[src/rtl/frame_transmitter.sv]
// frame_transmitter
//   Test-frame generator configured over an 8-bit Avalon-MM slave. It drives a
//   16-bit AXI-Stream egress with frames made of 3 preamble words, 3 dst MAC
//   words, 3 src MAC words, 1 ethertype word and N payload words. The payload
//   is {seed,8'h00}+k, so anything downstream can predict it. Frames can be
//   sent one at a time or back to back with a programmable gap, and can be
//   aborted.
//
//   Build option: define FRAME_TX_CHECKSUM_EN to add a 32-bit payload sum of
//   the last completed frame, readable at regs 24..27. Without it, those regs
//   read 0.
//
// Ports
//   clk, reset            clock, asynchronous active-high reset
//   writedata/write/chipselect/address/read/readdata
//                         Avalon slave; readdata is registered and is 0 when
//                         no read is in progress
//   egress_port_tdata/tvalid/tready/tlast
//                         stream egress
module frame_transmitter #(
    parameter bit STUBBING          = 1'b0, // 1: tvalid held 0, registers still work
    parameter int MAX_PAYLOAD_WORDS = 750
) (
    input  logic        clk,
    input  logic        reset,
    input  logic [7:0]  writedata,
    input  logic        write,
    input  logic        chipselect,
    input  logic [7:0]  address,
    input  logic        read,
    output logic [7:0]  readdata,
    output logic [15:0] egress_port_tdata,
    output logic        egress_port_tvalid,
    input  logic        egress_port_tready,
    output logic        egress_port_tlast
);
    localparam logic [15:0] MAX_LEN = 16'(MAX_PAYLOAD_WORDS);

    typedef enum logic [2:0] {
        S_IDLE, S_PRE, S_DST, S_SRC, S_TYPE, S_PAY, S_GAP, S_ABRT
    } state_t;

    // Live configuration (Avalon side)
    logic [5:0][7:0] dst_q, src_q;
    logic [15:0]     eth_q, len_q;
    logic [7:0]      seed_q, gap_q;
    logic            cont_q;

    // Per-frame copy so register writes mid-frame only affect the next frame
    logic [5:0][7:0] sh_dst_q, sh_src_q;
    logic [15:0]     sh_eth_q, sh_len_q;
    logic [7:0]      sh_seed_q;

    state_t      state_q;
    logic [15:0] beat_q, beat_d, count_q, tdata_q;
    logic [7:0]  gap_cnt_q, readdata_q, rd_mux;
    logic        tvalid_q, tlast_q, abort_q;

    logic        wr_en, start_wr, abort_wr, hs, abort_req, active, frame_end, do_load;
    logic [15:0] len_eff, last_beat;
    logic [2:0]  src_idx;

`ifdef FRAME_TX_CHECKSUM_EN
    logic [31:0] acc_q, csum_q;
`endif

    assign wr_en     = chipselect && write;
    assign start_wr  = wr_en && (address == 8'd17) && writedata[0];
    assign abort_wr  = wr_en && (address == 8'd17) && writedata[2];
    assign hs        = egress_port_tvalid && egress_port_tready;
    assign abort_req = abort_q || abort_wr;
    assign active    = (state_q == S_PRE) || (state_q == S_DST) || (state_q == S_SRC) ||
                       (state_q == S_TYPE) || (state_q == S_PAY);
    assign frame_end = active && hs && tlast_q;
    assign beat_d    = beat_q + 16'd1;
    assign last_beat = sh_len_q + 16'd9;
    // Regs 6..11 map to src bytes 0..5; the low 3 address bits minus 6 wrap correctly
    assign src_idx   = address[2:0] - 3'd6;

    // A new frame begins from IDLE on start, at the end of the gap, or straight
    // after tlast in continuous mode with a zero gap.
    assign do_load = ((state_q == S_IDLE) && start_wr) ||
                     ((state_q == S_GAP) && !abort_req && (gap_cnt_q <= 8'd1)) ||
                     (frame_end && !abort_req && cont_q && (gap_q == 8'd0));

    always_comb begin
        len_eff = len_q;
        if (len_q == 16'd0)
            len_eff = 16'd1;
        else if (len_q > MAX_LEN)
            len_eff = MAX_LEN;
    end

    function automatic logic [15:0] beat_word(input logic [15:0] b);
        logic [15:0] k;
        k = b - 16'd10;
        case (b)
            16'd0, 16'd1: beat_word = 16'h5555;
            16'd2:        beat_word = 16'hD555;
            16'd3:        beat_word = {sh_dst_q[1], sh_dst_q[0]};
            16'd4:        beat_word = {sh_dst_q[3], sh_dst_q[2]};
            16'd5:        beat_word = {sh_dst_q[5], sh_dst_q[4]};
            16'd6:        beat_word = {sh_src_q[1], sh_src_q[0]};
            16'd7:        beat_word = {sh_src_q[3], sh_src_q[2]};
            16'd8:        beat_word = {sh_src_q[5], sh_src_q[4]};
            16'd9:        beat_word = sh_eth_q;
            default:      beat_word = {sh_seed_q, 8'h00} + k;
        endcase
    endfunction

    function automatic state_t beat_state(input logic [15:0] b);
        if (b < 16'd3)       beat_state = S_PRE;
        else if (b < 16'd6)  beat_state = S_DST;
        else if (b < 16'd9)  beat_state = S_SRC;
        else if (b == 16'd9) beat_state = S_TYPE;
        else                 beat_state = S_PAY;
    endfunction

    // Register file writes
    always_ff @(posedge clk or posedge reset) begin
        if (reset) begin
            dst_q  <= '0;
            src_q  <= '0;
            eth_q  <= '0;
            len_q  <= '0;
            seed_q <= '0;
            gap_q  <= '0;
            cont_q <= 1'b0;
        end else if (wr_en) begin
            if (address < 8'd6)
                dst_q[address[2:0]] <= writedata;
            else if (address < 8'd12)
                src_q[src_idx] <= writedata;
            else begin
                case (address)
                    8'd12:   eth_q[7:0]  <= writedata;
                    8'd13:   eth_q[15:8] <= writedata;
                    8'd14:   len_q[7:0]  <= writedata;
                    8'd15:   len_q[15:8] <= writedata;
                    8'd16:   seed_q      <= writedata;
                    8'd17:   cont_q      <= writedata[1];
                    8'd18:   gap_q       <= writedata;
                    default: ;
                endcase
            end
        end
    end

    // Frame FSM with registered stream outputs
    always_ff @(posedge clk or posedge reset) begin
        if (reset) begin
            state_q   <= S_IDLE;
            beat_q    <= '0;
            tdata_q   <= '0;
            tvalid_q  <= 1'b0;
            tlast_q   <= 1'b0;
            abort_q   <= 1'b0;
            gap_cnt_q <= '0;
            count_q   <= '0;
            sh_dst_q  <= '0;
            sh_src_q  <= '0;
            sh_eth_q  <= '0;
            sh_len_q  <= 16'd1;
            sh_seed_q <= '0;
        end else begin
            // Abort only latches while a frame or gap is in progress
            if (abort_wr && (state_q != S_IDLE))
                abort_q <= 1'b1;

            case (state_q)
                S_IDLE: begin
                end
                S_GAP: begin
                    if (abort_req) begin
                        state_q <= S_IDLE;
                        abort_q <= 1'b0;
                    end else begin
                        gap_cnt_q <= gap_cnt_q - 8'd1;
                    end
                end
                S_ABRT: begin
                    if (hs) begin
                        count_q  <= count_q + 16'd1;
                        tvalid_q <= 1'b0;
                        tlast_q  <= 1'b0;
                        tdata_q  <= '0;
                        abort_q  <= 1'b0;
                        state_q  <= S_IDLE;
                    end
                end
                default: begin
                    if (hs) begin
                        if (tlast_q) begin
                            count_q  <= count_q + 16'd1;
                            tvalid_q <= 1'b0;
                            tlast_q  <= 1'b0;
                            tdata_q  <= '0;
                            if (abort_req) begin
                                state_q <= S_IDLE;
                                abort_q <= 1'b0;
                            end else if (cont_q) begin
                                state_q   <= S_GAP;
                                gap_cnt_q <= gap_q;
                            end else begin
                                state_q <= S_IDLE;
                            end
                        end else if (abort_req) begin
                            // Truncating beat: zero data with tlast
                            tdata_q <= '0;
                            tlast_q <= 1'b1;
                            state_q <= S_ABRT;
                        end else begin
                            beat_q  <= beat_d;
                            tdata_q <= beat_word(beat_d);
                            tlast_q <= (beat_d == last_beat);
                            state_q <= beat_state(beat_d);
                        end
                    end
                end
            endcase

            if (do_load) begin
                state_q   <= S_PRE;
                beat_q    <= '0;
                tdata_q   <= 16'h5555;
                tvalid_q  <= 1'b1;
                tlast_q   <= 1'b0;
                sh_dst_q  <= dst_q;
                sh_src_q  <= src_q;
                sh_eth_q  <= eth_q;
                sh_len_q  <= len_eff;
                sh_seed_q <= seed_q;
            end
        end
    end

`ifdef FRAME_TX_CHECKSUM_EN
    // Running payload sum; published on the closing handshake of each frame.
    // The abort beat carries no payload and is never added.
    always_ff @(posedge clk or posedge reset) begin
        if (reset) begin
            acc_q  <= '0;
            csum_q <= '0;
        end else begin
            if (hs && (state_q == S_PAY) && tlast_q)
                csum_q <= acc_q + {16'h0000, tdata_q};
            if (hs && (state_q == S_ABRT))
                csum_q <= acc_q;
            if (do_load)
                acc_q <= '0;
            else if (hs && (state_q == S_PAY))
                acc_q <= acc_q + {16'h0000, tdata_q};
        end
    end
`endif

    always_comb begin
        rd_mux = 8'h00;
        if (address < 8'd6)
            rd_mux = dst_q[address[2:0]];
        else if (address < 8'd12)
            rd_mux = src_q[src_idx];
        else begin
            case (address)
                8'd12:   rd_mux = eth_q[7:0];
                8'd13:   rd_mux = eth_q[15:8];
                8'd14:   rd_mux = len_q[7:0];
                8'd15:   rd_mux = len_q[15:8];
                8'd16:   rd_mux = seed_q;
                8'd17:   rd_mux = {6'b0, cont_q, 1'b0};
                8'd18:   rd_mux = gap_q;
                8'd19:   rd_mux = {6'b0, abort_q, (state_q != S_IDLE)};
                8'd20:   rd_mux = count_q[7:0];
                8'd21:   rd_mux = count_q[15:8];
`ifdef FRAME_TX_CHECKSUM_EN
                8'd24:   rd_mux = csum_q[7:0];
                8'd25:   rd_mux = csum_q[15:8];
                8'd26:   rd_mux = csum_q[23:16];
                8'd27:   rd_mux = csum_q[31:24];
`endif
                default: rd_mux = 8'h00;
            endcase
        end
    end

    always_ff @(posedge clk or posedge reset) begin
        if (reset)
            readdata_q <= '0;
        else if (chipselect && read)
            readdata_q <= rd_mux;
        else
            readdata_q <= '0;
    end

    assign readdata           = readdata_q;
    assign egress_port_tdata  = tdata_q;
    assign egress_port_tlast  = tlast_q;
    assign egress_port_tvalid = STUBBING ? 1'b0 : tvalid_q;

endmodule
[config.mk]
export PLATFORM = sky130hd
export DESIGN_NAME = frame_transmitter
export DESIGN_NICKNAME = d
export VERILOG_FILES = /design/src/rtl/frame_transmitter.sv
export SDC_FILE = /design/constraint.sdc
export NUM_CORES = 1
export LEC_CHECK = 0
export CAP_MARGIN = 15
export CELL_PAD_IN_SITES_DETAIL_PLACEMENT = 1
export CELL_PAD_IN_SITES_GLOBAL_PLACEMENT = 1
export CORE_MARGIN = 2
export CORE_UTILIZATION = 30
export CTS_BUF_LIST = sky130_fd_sc_hd__clkbuf_16
export DETAILED_ROUTE_END_ITERATION = 8
export PLACE_DENSITY_LB_ADDON = 0.1
export SLEW_MARGIN = 25
export SYNTH_ARGS = -nofsm -noshare
export SYNTH_HDL_FRONTEND = slang
export SYNTH_SLANG_ARGS = --single-unit
[constraint.sdc]
create_clock -name clk -period 15.95 [get_ports clk]
set_input_delay 3.9875 -clock clk [delete_from_list [all_inputs] [get_ports clk]]
set_output_delay 3.9875 -clock clk [all_outputs]
set_load 0.02 [all_outputs]
Word level (Yosys, flattened, before mapping). Cells that the tools add are included.

$add $sub $neg: 7. Order comparisons: 11. Eq/ne operators: 34. Muxes and demuxes: 67. Bitwise logic cells: 5. Reduce and logical (&&, ||, !) cells: 56.

Operators with widths (number): 16-bit two-way mux (15); 16-bit case mux with 9 select lines (1); 48-bit bitwise mux (2); 8-bit two-way mux (12); 8-bit case mux with 10 select lines (1); 16-bit by 3-bit == test with 1-bit output (second input constant) (4); 16-bit case mux with 2 select lines (2); 8-bit binary-select mux with 3-bit select (2); 8-bit demux with 3-bit select (2); 8-bit by 5-bit == test with 1-bit output (second input constant) (6); 4-bit AND reduction (9); 3-bit two-way mux (11); 16-bit by 1-bit adder with 16-bit output (second input constant) (2); 16-bit by 2-bit == test with 1-bit output (second input constant) (2); 16-bit by 4-bit == test with 1-bit output (second input constant) (2); 8-bit by 4-bit == test with 1-bit output (second input constant) (4); 16-bit logical NOT (2); 1-bit logical AND (17); 16-bit adder (1); 16-bit by 4-bit adder with 16-bit output (second input constant) (1); 16-bit by 1-bit == test with 1-bit output (second input constant) (1); 16-bit == test (1); 16-bit by 10-bit greater-than comparator with 1-bit output (second input constant) (1); 16-bit by 2-bit < comparator with 1-bit output (second input constant) (1); 33 further kinds (78).

Flip-flop bits (word level): 351. Input port bits: 22. Output and inout bits: 26. Logic and storage cells: 223.

Logic depth before layout (Yosys ltp). Gate-level depths: netlist of the first run.

Depth in word-level cells: 13. Depth in mapped cells: 16. Depth with buffers taken out: 15.

Worst setup path after synthesis of the first run. No wires, ideal clock.

Kind: input-to-reg. Start point: in address[7]. End point: reg src_q[27] in the netlist's numbering. Setup time: 0.125 ns. Arrival: 6.120 ns. Required time: 15.825 ns. Setup slack: 9.705 ns. Cell stages on the path: 8. Buffers on the path: 1. Path through: or3_1 or2_2 a21oi_1 nand2_1 nor2_1 and2_1 clkbuf_1 mux2_2.

Word-level cells in the longest chain between the ends: 3. Elaborated cells between the ends (all ways): 4. Classes of those cells: order compare: 2; bitwise: 1; reduce/logical: 1.

Ends and longest elaborated chain: start: declaration (line 29) `input logic [7:0] address,`; 8-bit by 3-bit < comparator with 1-bit output (line 130) `if (address < 8'd6)`; 1-bit NOT (no source line); 3-bit AND reduction (no source line) (*); end signal: indexed assignment (line 133) `src_q[src_idx] <= writedata;`; end: declaration (line 44) `logic [5:0][7:0] dst_q, src_q;`.

Every way passes the cells marked *; elsewhere a longest branch is shown, timed or not. A chain may end at the register's enable or synchronous reset.

Worst setup path in the final report of the first run.
Start point: in address[7]. End point: reg state_q[2].

Word-level cells in the longest chain between the ends: 11. Elaborated cells between the ends (all ways): 25. Classes of those cells: eq/ne: 4; mux: 6; reduce/logical: 15.

Ends and longest elaborated chain: 8-bit by 5-bit == test with 1-bit output (*) (line 68, 69); 1-bit logical AND (*) (line 68, 69); 1-bit logical AND (line 69) `assign abort_wr = wr_en && (address == 8'd17) && writedata[2];`; 1-bit logical OR (line 71) `assign abort_req = abort_q || abort_wr;`; 1-bit logical NOT (line 83, 84); 1-bit logical AND (on tied branches) (2 in series) (line 83, 84); 1-bit logical OR or 1-bit logical AND (tied branches) (line 82, 84); 1-bit logical OR (line 83) `((state_q == S_GAP) && !abort_req && (gap_cnt_q <= 8'd1)) ||`; 3-bit != test (no source line) (tied with other cells); 4-bit AND reduction (no source line); end signal: assignment (line 216) `state_q <= beat_state(beat_d);`; end: declaration (line 54) `state_t state_q;`.

Every way passes the cells marked *; elsewhere a longest branch is shown, timed or not. The select of a mux whose other input is x is not followed.

==> flow_summary.toml, run 1 <==
[critical_path]
required_ns = 16.44
worstRegToRegCells = 11
slowest_delay_ns = 0.81
cpMaxStageDelayCell = "o21a_4"
worst-r2r-setup-slack_ns = 11.01
crit_fanout = 74
r2r-start = "beat_q[0]"
crit_arrival_ns = 7.99
crit_path_cell_trace = "clkdlybuf4s50_1, or3_1, nor4b_2, buf_4, a41o_1, o21a_4, and2_1, a21boi_0, nand2_1, o21ai_0"
startpoint_type = "primary input"
endpoint_kind = "flop"
critPathKind = "in2reg"
timing.rr.end = "egress_port_tdata[11]"

[run_status]
outcome = "finished, final reports clean"

[layout]
fillers = 6595
nNetsFinal = 1838
instances_no_fill = 2597
drive_above_1_share_pct = 15.69
areaGrowthSynthToFinish_pct = 15.18

[clock_network]
cts_setup_buffers = 0
clk_pin_slew_ns = 0.06
postCtsResizedCells = 0
ctsLongestPathBuffers = 3
cts_made_buffers = 44
worst_skew_pair.late_latency_ns = 0.61
htreeDepth = 2
clockRootBuffer = "clkbuf_16"
clock_sinks = 351
cts_tree = "built"
holdBufCountCts = 0

[logic_synthesis]
synthTopCellsByArea = "dfrtp_1 (49%), nand2_1 (9.4%), mux2_2 (9.2%)"
synth_nets = 1819
avgSynthCellArea_um2 = 10.06
yosysTopAreaCell = "dfrtp_1"
ys.flop_type = "dfrtp_1"
yosys-top-cells-count = "nand2_1 (448), dfrtp_1 (350), mux2_2 (146)"
yosysSeqAreaShare_pct = 49.34
synth_top_cell_area_share_pct = 49.19
ys_ff_latch = 351
ys_async_sr_fraction_pct = 100.0
synth_edf_count = 0
yosysMostFrequentCell = "nand2_1"
yosys_warnings = 0
synth_area_um2 = 17800
synth.distinct_cells = 81
synthCells = 1769

[flow_run]
drv_cap = 0

[worst_hold_path]
hold_path.class = "reg2reg"
hold_depth = 2
min_from = "sh_src_q[4]"
holdPathEnd = "sh_src_q[4]"

[route]
viasPerCell = 5.289
route.detailed.wl_per_inst_um = 25.12
drc = 0
vias = 13740
wl_mm = 65.23
ant_nets = 0
firstDrtPassIters = 9
drt_iter0_markers = 1031

[grt]
grt_pass1_vias = 14130
antenna_found_initial = 1
grt_max_degree = 100
grt_pass1_wl_mm = 97.42
grt-ovfl-total = 0
grt_usage_pct = 21.52

[place]
port_buffers = 47
gp_congestion = 0.8072
pre_cts_ws_ns = 7.760
post-dp-hpwl_mm = 45.78
dp_cells = 2515

[die]
die_area_um2 = 61310
dieHeight_um = 247.6
core_area_um2 = 58800
fp.dieW_um = 247.6
ios = 48
rows = 89
start_util_pct = 30.28

[timing]
fmax_mhz = 133.4
fin_crit_ns = 7.493
worst_pin_slew_ns = 1.075
hold_viol_final = 0
finalSetupTns_ns = 0
setup_slack_ns = 8.457
setup_viol = 0
max-slew-margin-rel_pct = 28.31
rsz0062_at_grt = "false"
hold-worst-slack_ns = 0.4659
slew_violations = 0
clock_skew_ns = 0.03043
fin_crit_sh_pct = 46.98

[pwr]
worst_ir_drop_vdd_mv = 0.08860
p_per_area_nw_per_um2 = 98.59
fin_total_pwr_mw = 2.022
leakage_nw = 9.602
[worst max-delay path by stage]
stage,start,to,cells after the start
after floorplan,reset,abort_q,1
after global placement,address[7],egress_port_tdata[7],10
after global routing,address[7],state_q[2],10
final,address[7],state_q[2],10
after detailed placement,address[7],state_q[2],10
after CTS,address[7],state_q[2],10
[cell families (layout without fill, tap and decap cells)]
kind of cell	after synthesis	in the layout	synth area share, %
other cells	0	1	0
flops	351	351	49.34
mux	192	192	13.11
compound gates	261	261	10.34
buf+inv	134	188	3.029
fa+ha+maj	28	28	2.010
xor+xnor	84	84	4.174
simple gates	719	719	17.99
[cell type report]
cell class | instances | area (µm²) | area share [%]
Tap cell | 773 | 967.2 | 4.716
Clock buffer | 44 | 1101 | 5.369
Sequential cell | 351 | 8785 | 42.84
Inverter | 33 | 131.4 | 0.6406
Multi-Input combinational cell | 1284 | 8522 | 41.56
Antenna cell | 1 | 2.502 | 0.01220
Clock inverter | 37 | 340.3 | 1.660
Timing Repair Buffer | 74 | 658.1 | 3.209
[cells in the final DEF (no fill, tap or decap), types with 20 or more instances in the layout]
cell | synthesis | routed
buf_4 | 0 | 27
nor3_1 | 28 | 27
inv_1 | 31 | 39
o21ai_0 | 44 | 44
a222oi_1 | 21 | 21
clkbuf_16 | 0 | 44
a22oi_1 | 29 | 29
a21oi_1 | 53 | 53
mux2i_1 | 27 | 27
xor2_1 | 36 | 36
nor2_1 | 86 | 86
dfrtp_1 | 350 | 350
nand2_1 | 448 | 448
ha_1 | 27 | 27
xnor2_1 | 47 | 47
nand3_1 | 28 | 28
and2_1 | 21 | 20
clkdlybuf4s50_1 | 0 | 44
mux2_2 | 146 | 146
nand4_1 | 20 | 20
[where the power goes]
part           total (mW)  leakage [nW]  switching, mW  internal, mW
Combinational      0.0853          3.99         0.0574        0.0279
Clock                1.02         0.738          0.432         0.588
Sequential          0.917          4.88         0.0141         0.903
Total                2.02          9.60          0.503          1.52
[state kept, by name, indices dropped and copies added, names as in the netlist, 3 cells and up]
signal             count
sh_src_q              48
sh_dst_q              48
count_q               16
gap_q                  8
seed_q                 8
src_q                 48
readdata               8
sh_len_q              16
state_q                3
sh_seed_q              8
gap_cnt_q              8
len_q                 16
dst_q                 48
egress_port_tdata     16
eth_q                 16
beat_q                16
sh_eth_q              16
[metrics by stage]
step                      util, %  instance area [µm²]
final                       34.88                20510
after global routing        34.87                20500
after floorplan                 -                17800
after global placement      32.40                19050
after detailed placement    32.41                19060
after CTS                   34.86                20500
[worst max-delay path: cells and delay by family]
family | cells | cell delay [ns]
compound gates | 4 | 1.76
simple gates | 4 | 1.62
buf+inv | 2 | 0.61
[routing by layer]
metal	track usage [%]	wire (µm)	vias up
met3	3.212	2889	74
met2	33.74	29620	227
li1	-	-	6244
met1	31.24	31540	7188
met4	4.949	1166	2
met5	0	11	-
No activity file was read; power rests on OpenSTA's default activity.
==> run 2: changes to the inputs <==
==> constraint.sdc (replaced) <==
create_clock -name clk -period 7.3 [get_ports clk]
set_input_delay 1.825 -clock clk [delete_from_list [all_inputs] [get_ports clk]]
set_output_delay 1.825 -clock clk [all_outputs]
set_load 0.02 [all_outputs]
==> flow_summary.toml, run 2 (synthesis results as in run 1) <==
[pwr]
leakage_nw = 9.594
worst_ir_drop_vdd_mv = 0.1452
power_frac_comb_pct = 4.3
switchingPower_mw = 1.066
p_per_area_nw_per_um2 = 214.3
p_seq_share_pct = 45.5
power_frac_clock_pct = 50.2
intPower_mw = 3.334
sw_frac_of_total_pct = 24.22

[timing]
slew_violations = 0
clock_skew_ns = 0.01508
fin_crit_sh_pct = 75.66
finalSetupTns_ns = 0
fin_crit_ns = 5.523
max-slew-margin-rel_pct = 33.19
setup_viol = 0
worst_pin_slew_ns = 0.9990
rsz0062_at_grt = "false"
hold_viol_final = 0
setup_slack_ns = 1.777
fmax_mhz = 181.1

[clock_network]
ctsLongestPathBuffers = 3
worst_skew_pair.late_latency_ns = 0.59
holdBufCountCts = 0
cts_made_buffers = 45
clk_pin_slew_ns = 0.06
cts_tree = "built"
clock_sinks = 351
postCtsResizedCells = 0
htreeDepth = 2
clockRootBuffer = "clkbuf_16"
cts_setup_buffers = 0

[route]
vias = 13690
viasPerCell = 5.272
wl_mm = 65.90
firstDrtPassIters = 6
drt_iter0_markers = 869
route.detailed.wl_per_inst_um = 25.38
drc = 0
ant_nets = 0

[die]
dieHeight_um = 247.6
fp.dieW_um = 247.6
rows = 89
ios = 48
core_area_um2 = 58800
die_area_um2 = 61310
start_util_pct = 30.28

[worst_hold_path]
hold_path.class = "reg2reg"

[critical_path]
required_ns = 7.82
critPathKind = "in2reg"
startpoint_type = "primary input"
crit_fanout = 71
endpoint_kind = "flop"
crit_arrival_ns = 6.04

[layout]
final_util_pct = 34.92
drive_above_1_share_pct = 15.80
seq_area_um2 = 8785
fillers = 6579
areaGrowthSynthToFinish_pct = 15.32
mostFrequentLayoutCells = "nand2_1 (448), dfrtp_1 (350), mux2_2 (146)"
multi_input_area_um2 = 8529
nNetsFinal = 1838
post-route-cell-area_um2 = 20530
layout_commonest_cell = "nand2_1"

[place]
port_buffers = 47
pre_cts_ws_ns = 1.206
post-dp-hpwl_mm = 45.93
post_dp_cell_area_um2 = 19100
gp_congestion = 0.7712

[grt]
grt_usage_pct = 22.00
grt_pass1_wl_mm = 99.55
grt_pass1_vias = 14480
grt-ovfl-total = 0
grt_max_degree = 141
antenna_found_initial = 1

[run_status]
outcome = "finished, final reports clean"

[flow_run]
drv_cap = 0
[run 2: critical path, cell delays in order]
cell and delay, ns:
clkdlybuf4s50_1 0.39, or3_1 0.44, nor4b_2 0.75, a41o_1 0.63, o21a_4 0.30, buf_4 0.63, buf_4 0.68, nand2_1 0.14
nand2_1 0.08
[run 2: path summary, 6_finish.rpt]
| check | start | to | slack, ns | depth (start not counted) |
|---|---|---|---|---|
| worst max-delay path | address[7] | sh_src_q[40] | 1.78 | 9 |
| max in group asynchronous | reset | readdata[0] | 4.36 | 3 |
| min in group asynchronous | reset | sh_src_q[29] | 1.70 | 2 |
| worst min-delay path | sh_eth_q[12] | sh_eth_q[12] | 0.47 | 2 |
| worst min register to register | sh_eth_q[12] | sh_eth_q[12] | 0.47 | 2 |
| worst max register to register | beat_q[0] | egress_port_tdata[14] | 2.26 | 10 |
[run 2: power by group through the flow]
stage	logic [mW]	clock network (mW)	registers, mW
final	0.188	2.21	2.00
after floorplan	0.112	0	2.03
after global routing	0.207	2.35	2.01
after detailed placement	0.194	0	2.04
after global placement	0.191	0	2.04
after CTS	0.194	2.27	2.00
[run 2: layout make-up]
type                            instances  area share, %
Inverter                               33         0.6216
Clock inverter                         35          1.231
Sequential cell                       351          42.78
Multi-Input combinational cell       1284          41.54
Timing Repair Buffer                   73          3.370
Tap cell                              773          4.711
Antenna cell                            1        0.01219
Clock buffer                           47          5.728
[run 2: per-stage QoR]
| stage | total power [mW] | instances | hold slack (ns) |
|---|---|---|---|
| floorplan | 2.140 | 1769 | 0.4345 |
| global placement | 2.228 | 2514 | 0.4486 |
| detailed placement | 2.232 | 2514 | 0.4570 |
| CTS | 4.465 | 2596 | 0.4694 |
| global route | 4.562 | 2596 | 0.4873 |
| finish | 4.400 | 2597 | 0.4681 |
[run 2: layer usage]
metal / up-vias / share of wire, % / global-route usage, %
li1: 6257 / - / -
met1: 7138 / 49 / 31.86
met2: 217 / 45 / 34.25
met3: 79 / 3.9 / 3.374
met4: 0 / 2.3 / 5.601
met5: - / 0 / 0
